==> config.mk <==
export PLATFORM = sky130hd
export DESIGN_NAME = decode_scoreboard
export DESIGN_NICKNAME = d
export VERILOG_FILES = /design/src/rtl/decode_scoreboard_pkg.sv /design/src/rtl/decode_scoreboard_sb_counter.sv /design/src/rtl/decode_scoreboard.sv
export SDC_FILE = /design/constraint.sdc
export NUM_CORES = 1
export LEC_CHECK = 0
export BUFFER_PORTS_ARGS = -buffer_cell sky130_fd_sc_hd__buf_2
export CORE_ASPECT_RATIO = 0.6
export CORE_MARGIN = 3
export CORE_UTILIZATION = 37
export CTS_CLUSTER_SIZE = 28
export DETAILED_ROUTE_END_ITERATION = 10
export HOLD_SLACK_MARGIN = 0.15
export PLACE_DENSITY_LB_ADDON = 0.1
export SLEW_MARGIN = 20
export SYNTH_ARGS = -nofsm -noshare
export SYNTH_HDL_FRONTEND = slang
export SYNTH_HIERARCHICAL = 1
export SYNTH_SLANG_ARGS = --single-unit
==> constraint.sdc <==
create_clock -name clk -period 6.3 [get_ports clk]
set_input_delay 0.315 -clock clk [delete_from_list [all_inputs] [get_ports clk]]
set_output_delay 0.315 -clock clk [all_outputs]
set_load 0.005 [all_outputs]
==> src/rtl/decode_scoreboard_pkg.sv <==
// Shared definitions for the decode scoreboard: register address macros,
// the default in-flight counter width and the drain FSM encoding.
// Optional feature macro: SCOREBOARD_BYPASS_EN (same-cycle writeback forwarding).
`ifndef DECODE_SCOREBOARD_DEFINES
`define DECODE_SCOREBOARD_DEFINES
`define REG_SIZE 32
`define REG_ADDR [4:0]
`endif

package decode_scoreboard_pkg;
  localparam int SB_CNT_W_DEFAULT = 2;
  localparam int SB_ADDR_W        = 5;

  // Drain FSM encoding; also presented on the top-level debug state output.
  typedef enum logic [1:0] {
    ST_RUN   = 2'd0,
    ST_DRAIN = 2'd1,
    ST_DONE  = 2'd2
  } sb_state_t;
endpackage

==> src/rtl/decode_scoreboard_sb_counter.sv <==
// sb_counter: in-flight write counter for one architectural register.
// Counts up on issue, down on retire, saturates at both ends, and holds
// when both happen in the same cycle.
module sb_counter
  import decode_scoreboard_pkg::*;
#(
  parameter int CNT_W = SB_CNT_W_DEFAULT
) (
  input  logic             clk,
  input  logic             reset,
  input  logic             inc,
  input  logic             dec,
  output logic [CNT_W-1:0] cnt
);
  localparam logic [CNT_W-1:0] CNT_MAX = '1;

  // Up/down count with saturation; simultaneous inc and dec cancel.
  always_ff @(posedge clk or posedge reset) begin
    if (reset) begin
      cnt <= '0;
    end else if (inc && !dec) begin
      if (cnt != CNT_MAX) cnt <= cnt + 1'b1;
    end else if (dec && !inc) begin
      if (cnt != '0) cnt <= cnt - 1'b1;
    end
  end
endmodule

==> src/rtl/decode_scoreboard.sv <==
// decode_scoreboard: tracks outstanding writes per architectural register,
// blocks decode on RAW and counter-overflow hazards, counts stall cycles and
// supports a drain (quiesce) handshake.
// Optional feature macro: SCOREBOARD_BYPASS_EN -- a source whose only pending
// write is retiring in the same cycle is not treated as a hazard.
//
// Handshake: an instruction issues in a cycle where dec_valid && issue_ready
// are both high at the rising clock edge; issue_ready never depends on
// dec_valid, and decode must hold its fields stable until issue.
module decode_scoreboard
  import decode_scoreboard_pkg::*;
#(
  parameter int NREGS = 32,
  parameter int CNT_W = SB_CNT_W_DEFAULT
) (
  input  logic            clk,
  input  logic            reset,
  input  logic            dec_valid,
  input  logic `REG_ADDR  dec_src1,
  input  logic `REG_ADDR  dec_src2,
  input  logic            dec_use1,
  input  logic            dec_use2,
  input  logic `REG_ADDR  dec_dst,
  input  logic            dec_wr,
  output logic            issue_ready,
  input  logic            regwrite,
  input  logic `REG_ADDR  wreg,
  input  logic            drain_req,
  output logic            drain_done,
  output logic [15:0]     stall_cycles,
  output logic [1:0]      dbg_state
);
  localparam logic [CNT_W-1:0] CNT_MAX = '1;
  localparam logic [CNT_W-1:0] CNT_ONE = CNT_W'(1);

  sb_state_t        state_q, state_d;
  logic [CNT_W-1:0] cnt_q [`REG_SIZE];
  logic             inc_vec [`REG_SIZE];
  logic             dec_vec [`REG_SIZE];
  logic             issue_fire;
  logic             all_zero;
  logic             raw_hazard, ovf_hazard;
  logic             fwd1, fwd2;
  logic [CNT_W-1:0] c1, c2, cd;

  // One counter per tracked register; unused address slots read as zero.
  for (genvar r = 0; r < `REG_SIZE; r++) begin : g_cnt
    if (r < NREGS) begin : g_live
      sb_counter #(.CNT_W(CNT_W)) u_cnt (
        .clk  (clk),
        .reset(reset),
        .inc  (inc_vec[r]),
        .dec  (dec_vec[r]),
        .cnt  (cnt_q[r])
      );
    end else begin : g_tie
      assign cnt_q[r] = '0;
    end
  end

  // Per-register increment/decrement strobes and the all-idle flag.
  always_comb begin
    all_zero = 1'b1;
    for (int i = 0; i < `REG_SIZE; i++) begin
      inc_vec[i] = issue_fire && dec_wr && (dec_dst == SB_ADDR_W'(i));
      dec_vec[i] = regwrite && (wreg == SB_ADDR_W'(i));
      if (cnt_q[i] != '0) all_zero = 1'b0;
    end
  end

  // Hazard detection and issue permission, combinational from current state.
  always_comb begin
    c1 = cnt_q[dec_src1];
    c2 = cnt_q[dec_src2];
    cd = cnt_q[dec_dst];
`ifdef SCOREBOARD_BYPASS_EN
    fwd1 = regwrite && (wreg == dec_src1) && (c1 == CNT_ONE);
    fwd2 = regwrite && (wreg == dec_src2) && (c2 == CNT_ONE);
`else
    fwd1 = 1'b0;
    fwd2 = 1'b0;
`endif
    raw_hazard = (dec_use1 && (c1 != '0) && !fwd1) ||
                 (dec_use2 && (c2 != '0) && !fwd2);
    ovf_hazard = dec_wr && (cd == CNT_MAX);
    // A drain request blocks issue in the same cycle it moves RUN to DRAIN.
    issue_ready = !raw_hazard && !ovf_hazard && (state_q == ST_RUN) && !drain_req;
    issue_fire  = dec_valid && issue_ready;
  end

  // Drain FSM state register.
  always_ff @(posedge clk or posedge reset) begin
    if (reset) state_q <= ST_RUN;
    else       state_q <= state_d;
  end

  // Drain FSM next-state and outputs.
  always_comb begin
    state_d    = state_q;
    drain_done = 1'b0;
    case (state_q)
      ST_RUN:   if (drain_req) state_d = ST_DRAIN;
      ST_DRAIN: if (all_zero)  state_d = ST_DONE;
      ST_DONE: begin
        drain_done = 1'b1;
        state_d    = ST_RUN;
      end
      default:  state_d = ST_RUN;
    endcase
  end

  // Saturating count of cycles where decode holds an instruction but cannot issue.
  always_ff @(posedge clk or posedge reset) begin
    if (reset) begin
      stall_cycles <= '0;
    end else if (dec_valid && !issue_ready && (stall_cycles != 16'hFFFF)) begin
      stall_cycles <= stall_cycles + 16'd1;
    end
  end

  assign dbg_state = state_q;
endmodule

==> summary.txt, run 1 <==
CTS
  • Clock sink total: 82
  • CTS-repair resized insts: 0
  • CTS H-tree depth: 3
  • CTS tree: done
  • Worst-path clk slew: 0.06 ns
  • TritonCTS buffer count: 9
  • Root Buffer: clkbuf_16
  • Clock Path Buffers: 2
  • Clk Latency, worst-skew pair: 0.35 ns
  • Post-CTS Setup Inserts: 0
  • # hold bufs at CTS: 1

Logic synthesis
  • Most used DFF post-synth: dfrtp_1
  • Distinct cells, synth: 63
  • Mapped Nets: 832
  • Synthesized instance count: 771
  • YS warnings: 6
  • Mapped cell area: between 0.006 and 0.007 mm^2
  • Synth area leaders: dfrtp_1 31%, nor2b_1 6.8%, ha_1 6.2%
  • Sequential fraction of the synthesis area: 0.3083
  • Fraction of registers with async set/reset: 1.000
  • Synth top area share: 0.3083
  • Cell taking the most area after synthesis: dfrtp_1
  • Post-synth EDFFs: 0
  • Synth Area per Inst: 8.633 um^2
  • Yosys reg bits: 82

Timing
  • Minimum hold slack: 0.2540 ns
  • Setup TNS: 0 ns
  • Max Slew Vio Count: 0
  • Tcrit/Tclk final: 0.5901
  • Max Clock Skew: 0.009507 ns
  • Final setup fails: 0
  • Slew of the pin with the lowest slew margin: 0.9557 ns
  • Fin crit period: 3.718 ns
  • Fin. Hold Viols: 0
  • RSZ-0062 raised after global routing: false
  • F_max: 269.0 MHz
  • Slew HR: 0.3611

Worst setup path
  • Critical path capture point type: flip-flop
  • Worst Path Max Fanout: 27
  • Buf/Inv on CP: 1
  • Required @ worst endpoint: 6.52 ns
  • Critical path type: primary input to flip-flop
  • Delay-heaviest family, CP: simple AND/OR/NAND/NOR gates
  • Arrival @ worst endpoint: 3.94 ns
  • CP max stage cell: nor3_4
  • Startpoint types: primary input
  • CP max stage delay: 0.61 ns
  • CP cell instances: buf_2, nand2b_1, o221ai_1, o22a_1, o32a_1, a32oi_1, nand4_2, nor3_4, nor4b_2, ha_1, nor2_1, mux2i_1, o31a_1

Outcome
  • Status: completed

Place
  • RD Place Congestion: 0.9373
  • Placed cell count: 1024
  • Detailed placement HPWL: 16080 um
  • Port Buffer Count: 47

Pwr
  • Sw frac: 0.3855
  • Combinational power share: 0.300
  • Pwr/cell area: between 200 and 300 mW/mm^2
  • Total internal power: 1321 uW
  • Overall power: between 2000 and 2500 uW
  • Clock power share: 0.278
  • Seq pwr share: 0.422
  • Pleak: ~0.0032 uW
  • NetSw: between 800 and 900 uW
  • VDD IR max: 116.6 uV

Routing
  • Drt total wl: between 20000 and 25000 um
  • DRT Pass-1 Iters: 5
  • Initial drt markers: 574
  • Routed vias: 6017
  • Avg WL per Cell: 19.90 um
  • Number of vias per cell: 5.780
  • DRC: 0
  • Final ANT Viol Nets: 0

Cells and area
  • FILL cells: 1724
  • Layout cells sized above 1: 0.1351
  • Inserted Diodes: 0
  • # nets final: between 800 and 900
  • Area growth, synth to finish: 10.92%
  • Core Util, Final: 0.4253
  • Post-Layout Cell Count: 1041

Die
  • Die Y: roughly 110 um
  • DIE WIDTH: 179.2 um
  • Starting Density: 0.3834
  • I/O pin total: 48
  • # rows: 37
  • Full die area: around 0.020 mm^2
  • Core Box Area: 0.01736 mm^2

GRT
  • Largest net degree at the start of global routing: 34
  • Grt total ovfl: 0
  • First-pass GRT wire length: 31850 um
  • Initial antenna violation count: 0
  • GRT Overall Usage: 0.2134
  • Vias in the first global route: 5739

Hold path
  • Hold Crit Class: primary input to flip-flop

Job
  • Max Cap Viol: 0
==> worst paths after layout <==
path,slack [ns],startpoint,cells after the start,endpoint
max,2.58,dec_dst[1],13,g_cnt[0].g_live.u_cnt/cnt[0]$_DFFE_PP0P_
min,0.25,drain_req,3,dbg_state[0]$_DFFE_PP0P_
max reg2reg,2.69,g_cnt[26].g_live.u_cnt/cnt[0]$_DFFE_PP0P_,11,g_cnt[0].g_live.u_cnt/cnt[0]$_DFFE_PP0P_
min reg2reg,0.49,stall_cycles[5]$_DFFE_PP0P_,1,stall_cycles[5]$_DFFE_PP0P_
max in group asynchronous,4.78,reset,4,stall_cycles[6]$_DFFE_PP0P_
min in group asynchronous,0.69,reset,4,g_cnt[27].g_live.u_cnt/cnt[1]$_DFFE_PP0P_
==> power groups by stage <==
stage / Combinational, uW / Clock, uW / Sequential (uW)
final: 645 / 598 / 908
after floorplan: 450 / 0 / 832
after global routing: 706 / 626 / 938
after detailed placement: 631 / 0 / 913
after global placement: 615 / 0 / 894
after CTS: 634 / 607 / 904
==> cell usage after synthesis, drive strengths merged (6+ instances only) <==
master,n
nor2,93
dfrtp,82
o21ai,76
nor2b,72
inv,71
nand2,52
mux2i,36
ha,33
o31a,32
nand3,19
buf,18
nand4,18
nor3,16
nor4,16
mux4,15
xnor2,15
nor3b,14
clkbuf,12
nand2b,12
and3,7
nand3b,6
==> cells in the final DEF (no fill, tap or decap), types with 3 or more instances in the layout <==
| cell type | n |
|---|---|
| mux2i_1 | 36 |
| nor2_1 | 93 |
| nor3b_2 | 10 |
| nand3_1 | 19 |
| nor2b_1 | 72 |
| nor3_1 | 15 |
| a211oi_1 | 5 |
| clkbuf_16 | 9 |
| a21oi_1 | 5 |
| ha_1 | 33 |
| and4_1 | 4 |
| nand4_1 | 17 |
| nand2_1 | 51 |
| nand4b_1 | 5 |
| dfrtp_1 | 82 |
| xnor2_1 | 15 |
| o21ai_1 | 3 |
| buf_2 | 47 |
| nor3b_1 | 4 |
| mux4_2 | 15 |
| nand2b_1 | 12 |
| o21ai_0 | 73 |
| inv_1 | 70 |
| nor4_1 | 6 |
| o31a_1 | 32 |
| nor4b_2 | 4 |
| nand3b_1 | 6 |
| and3_1 | 7 |
| nor4_2 | 9 |
==> per-stage QoR <==
stage	area [um^2]	worst slack, ns
after floorplan	6656	3.441
after global placement	7044	2.430
after detailed placement	7044	2.340
after CTS	7383	2.663
after global routing	7383	2.368
final	7383	2.582
==> layout make-up <==
type	instances	area (um^2)	share of cell area
Timing Repair Buffer	50	260.3	0.03525
Clock inverter	6	90.09	0.01220
Clock buffer	10	239.0	0.03237
Inverter	71	266.5	0.03610
Sequential cell	82	2052	0.2779
Multi-Input combinational cell	588	4183	0.5665
Tap cell	234	292.8	0.03965
==> per-layer routing <==
| metal | track usage | up-vias | wire length [um] |
|---|---|---|---|
| met5 | 0 | - | 0 |
| met4 | 0.04079 | 0 | 171 |
| met3 | 0.05901 | 16 | 1714 |
| met2 | 0.3085 | 198 | 8617 |
| met1 | 0.3180 | 2998 | 10210 |
| li1 | - | 2805 | - |
==> flip-flops by register name, summed over array words and instances, names as in the netlist <==
register and flops:
dbg_state 2, stall_cycles 16, g_cnt.g_live.u_cnt/cnt 64
==> worst register-to-register path: stages, from the launching register on <==
cell and delay (ns):
dfrtp_1 0.47, mux4_2 0.50, o21ai_0 0.39, o21ai_1 0.13, a32oi_1 0.22, nand4_2 0.17
nor3_4 0.61, nor4b_2 0.35, ha_1 0.33, nor2_1 0.12, mux2i_1 0.09, o31a_1 0.12
==> cell families after synthesis <==
group | after synthesis | share of synthesized area
and+or+nand+nor | 346 | 0.2996
AOI/OAI and AO/OA | 142 | 0.1404
buffers and inverters | 101 | 0.06334
DFF | 82 | 0.3083
muxes | 52 | 0.1066
adders and majority gates | 33 | 0.06203
xor gates and xnor gates | 15 | 0.01974
Power figures use the tool's default switching activity.
==> run 2, diff against run 1 <==
==> constraint.sdc (replaced) <==
create_clock -name clk -period 3.7 [get_ports clk]
set_input_delay 0.185 -clock clk [delete_from_list [all_inputs] [get_ports clk]]
set_output_delay 0.185 -clock clk [all_outputs]
set_load 0.005 [all_outputs]
==> run 2 against run 1 <==
Effect of this change: register-to-register slack lost 2.3 ns; first-iteration DRC count shrank 15%; count of clock-buffer cells in the layout increased by 3; clock skew increased by 0.0029 ns; critical endpoint is now g_cnt[3].g_live.u_cnt/cnt[0]$_DFFE_PP0P_; die area did not move; via count is 1.6% lower; cell count rose by 0.86%; sequential share of layout area about the same; routed wire length down 0.51%.
==> summary.txt, run 2 (synthesized netlist as in run 1, its figures left out) <==
Outcome
  • Status: completed

Worst setup path
  • Worst R2R Setup Slack: around 0.35 ns
  • Worst Path Max Fanout: 29
  • CP max stage cell: dfrtp_1
  • Buf/Inv on CP: 1
  • Critical path type: flip-flop to flip-flop
  • Delay-heaviest family, CP: compound AO/OA/AOI/OAI gates
  • Required @ worst endpoint: roughly 3.9 ns
  • Reg2Reg Depth: 13
  • Critical path depth: 13
  • Cell mode on critical path: a311oi_1
  • CP cell instances: and3b_1, a311oi_1, a311oi_1, o32a_1, a32oi_1, nand4_2, buf_4, nor4_4, nor2b_1, ha_1, nor2_1, mux2i_1, o31a_1
  • Arrival @ worst endpoint: 3.57 ns
  • Critical path capture point type: flip-flop
  • Startpoint types: flip-flop
  • CP max stage delay: 0.43 ns

Timing
  • Slew of the pin with the lowest slew margin: 0.9956 ns
  • Fin crit period: 3.345 ns
  • Slew HR: 0.3344
  • Fin. Hold Viols: 0
  • Max Slew Vio Count: 0
  • Max Clock Skew: 0.01242 ns
  • RSZ-0062 raised after global routing: false
  • Final worst slack: ~0.35 ns
  • Setup TNS: 0 ns
  • F_max: 298.9 MHz
  • Final setup fails: 0
  • Tcrit/Tclk final: 0.9041

CTS
  • CTS H-tree depth: 3
  • Clock Path Buffers: 2
  • Root Buffer: clkbuf_16
  • Worst-path clk slew: roughly 0.060 ns
  • CTS tree: done
  • Clock sink total: 82
  • TritonCTS buffer count: 9
  • Clk Latency, worst-skew pair: 0.35 ns

Cells and area
  • Most frequent cells in the layout: 93 x nor2_1, 82 x dfrtp_1, 73 x o21ai_0, 72 x nor2b_1, 70 x inv_1
  • Most common cell after layout, fill and taps aside: nor2_1
  • Area growth, synth to finish: 11.11%
  • Post-Layout Cell Count: between 1000 and 1500
  • # nets final: approximately 870
  • Layout cells sized above 1: 0.1397
  • Biggest register: g_cnt.g_live.u_cnt/cnt
  • Max reg flops: 64
  • Inserted Diodes: 0

Hold path
  • Hold Crit Class: flip-flop to flip-flop
  • WHS Path Cells: 1

Routing
  • Highest metal used: met4
  • Number of vias per cell: 5.639
  • Metal2 WL: 8553 um
  • Initial drt markers: 486
  • Final ANT Viol Nets: 0
  • Drt total wl: 20610 um
  • DR WL met3: 1451 um
  • DRT Pass-1 Iters: 5
  • Post-Route M1 WL: 10480 um
  • Avg WL per Cell: 19.62 um
  • DRC: 0
  • Routed vias: about 6000

Die
  • Starting Density: 0.3834
  • Core Box Area: around 0.017 mm^2
  • Die Y: roughly 110 um
  • DIE WIDTH: 179.2 um
  • # rows: 37
  • I/O pin total: 48
  • Full die area: approximately 0.02 mm^2

Place
  • Port Buffer Count: 47
  • RD Place Congestion: about 0.9
  • Detailed placement HPWL: 16080 um
  • Worst slack, placed: 0.1975 ns
  • Placed cell count: 1033

GRT
  • Grt total ovfl: 0
  • First-pass GRT wire length: 32170 um
  • GRT Overall Usage: 0.2167
  • Initial antenna violation count: 0
  • Vias in the first global route: 5649
  • Largest net degree at the start of global routing: 34

Pwr
  • Overall power: 3485 uW
  • Pwr/cell area: between 400 and 500 mW/mm^2
  • VDD IR max: 222.3 uV
  • Pleak: 0.003210 uW

Job
  • Max Cap Viol: 0
-- run 2: through the flow --
stage	util	instance area, um^2	hold slack (ns)
6_report	0.4260	7396	0.4913
5_1_grt	0.4260	7396	0.5121
4_1_cts	0.4260	7396	0.4926
3_5_place_dp	0.4097	7112	0.3927
3_3_place_gp	0.4097	7112	0.3794
2_1_floorplan	-	6656	-0.07382
-- run 2: final cells by class --
cell class	count	area [um^2]
inverter	71	266.5
timing repair buffer	60	337.8
fill	1737	9965
clock inverter	2	13.76
sequential	82	2052
tap	234	292.8
multi-input combinational	588	4183
clock buffer	13	250.2
-- run 2: worst paths after layout --
check	end	from
setup / recovery	g_cnt[3].g_live.u_cnt/cnt[0]$_DFFE_PP0P_	g_cnt[4].g_live.u_cnt/cnt[0]$_DFFE_PP0P_
setup reg to reg	g_cnt[3].g_live.u_cnt/cnt[0]$_DFFE_PP0P_	g_cnt[4].g_live.u_cnt/cnt[0]$_DFFE_PP0P_
hold / removal	stall_cycles[7]$_DFFE_PP0P_	stall_cycles[7]$_DFFE_PP0P_
min in group asynchronous	g_cnt[25].g_live.u_cnt/cnt[1]$_DFFE_PP0P_	reset
max in group asynchronous	stall_cycles[3]$_DFFE_PP0P_	reset
hold reg to reg	stall_cycles[7]$_DFFE_PP0P_	stall_cycles[7]$_DFFE_PP0P_
-- run 2: timing repair --
item                      in CTS  in global routing
resized for setup              0                  0
hold buffers                   2                  0
hold endpoints to repair      65                  0
buffers inserted               0                  0
-- run 2: power breakdown --
part / switching [uW] / internal (uW)
clock network: 360 / 470
registers: 384 / 1150
logic: 621 / 504
-- run 2: metal layers --
metal	vias up	GRT usage
met3	12	0.06522
met4	0	0.03308
met1	2952	0.3263
met5	-	0
met2	148	0.3093
li1	2809	-
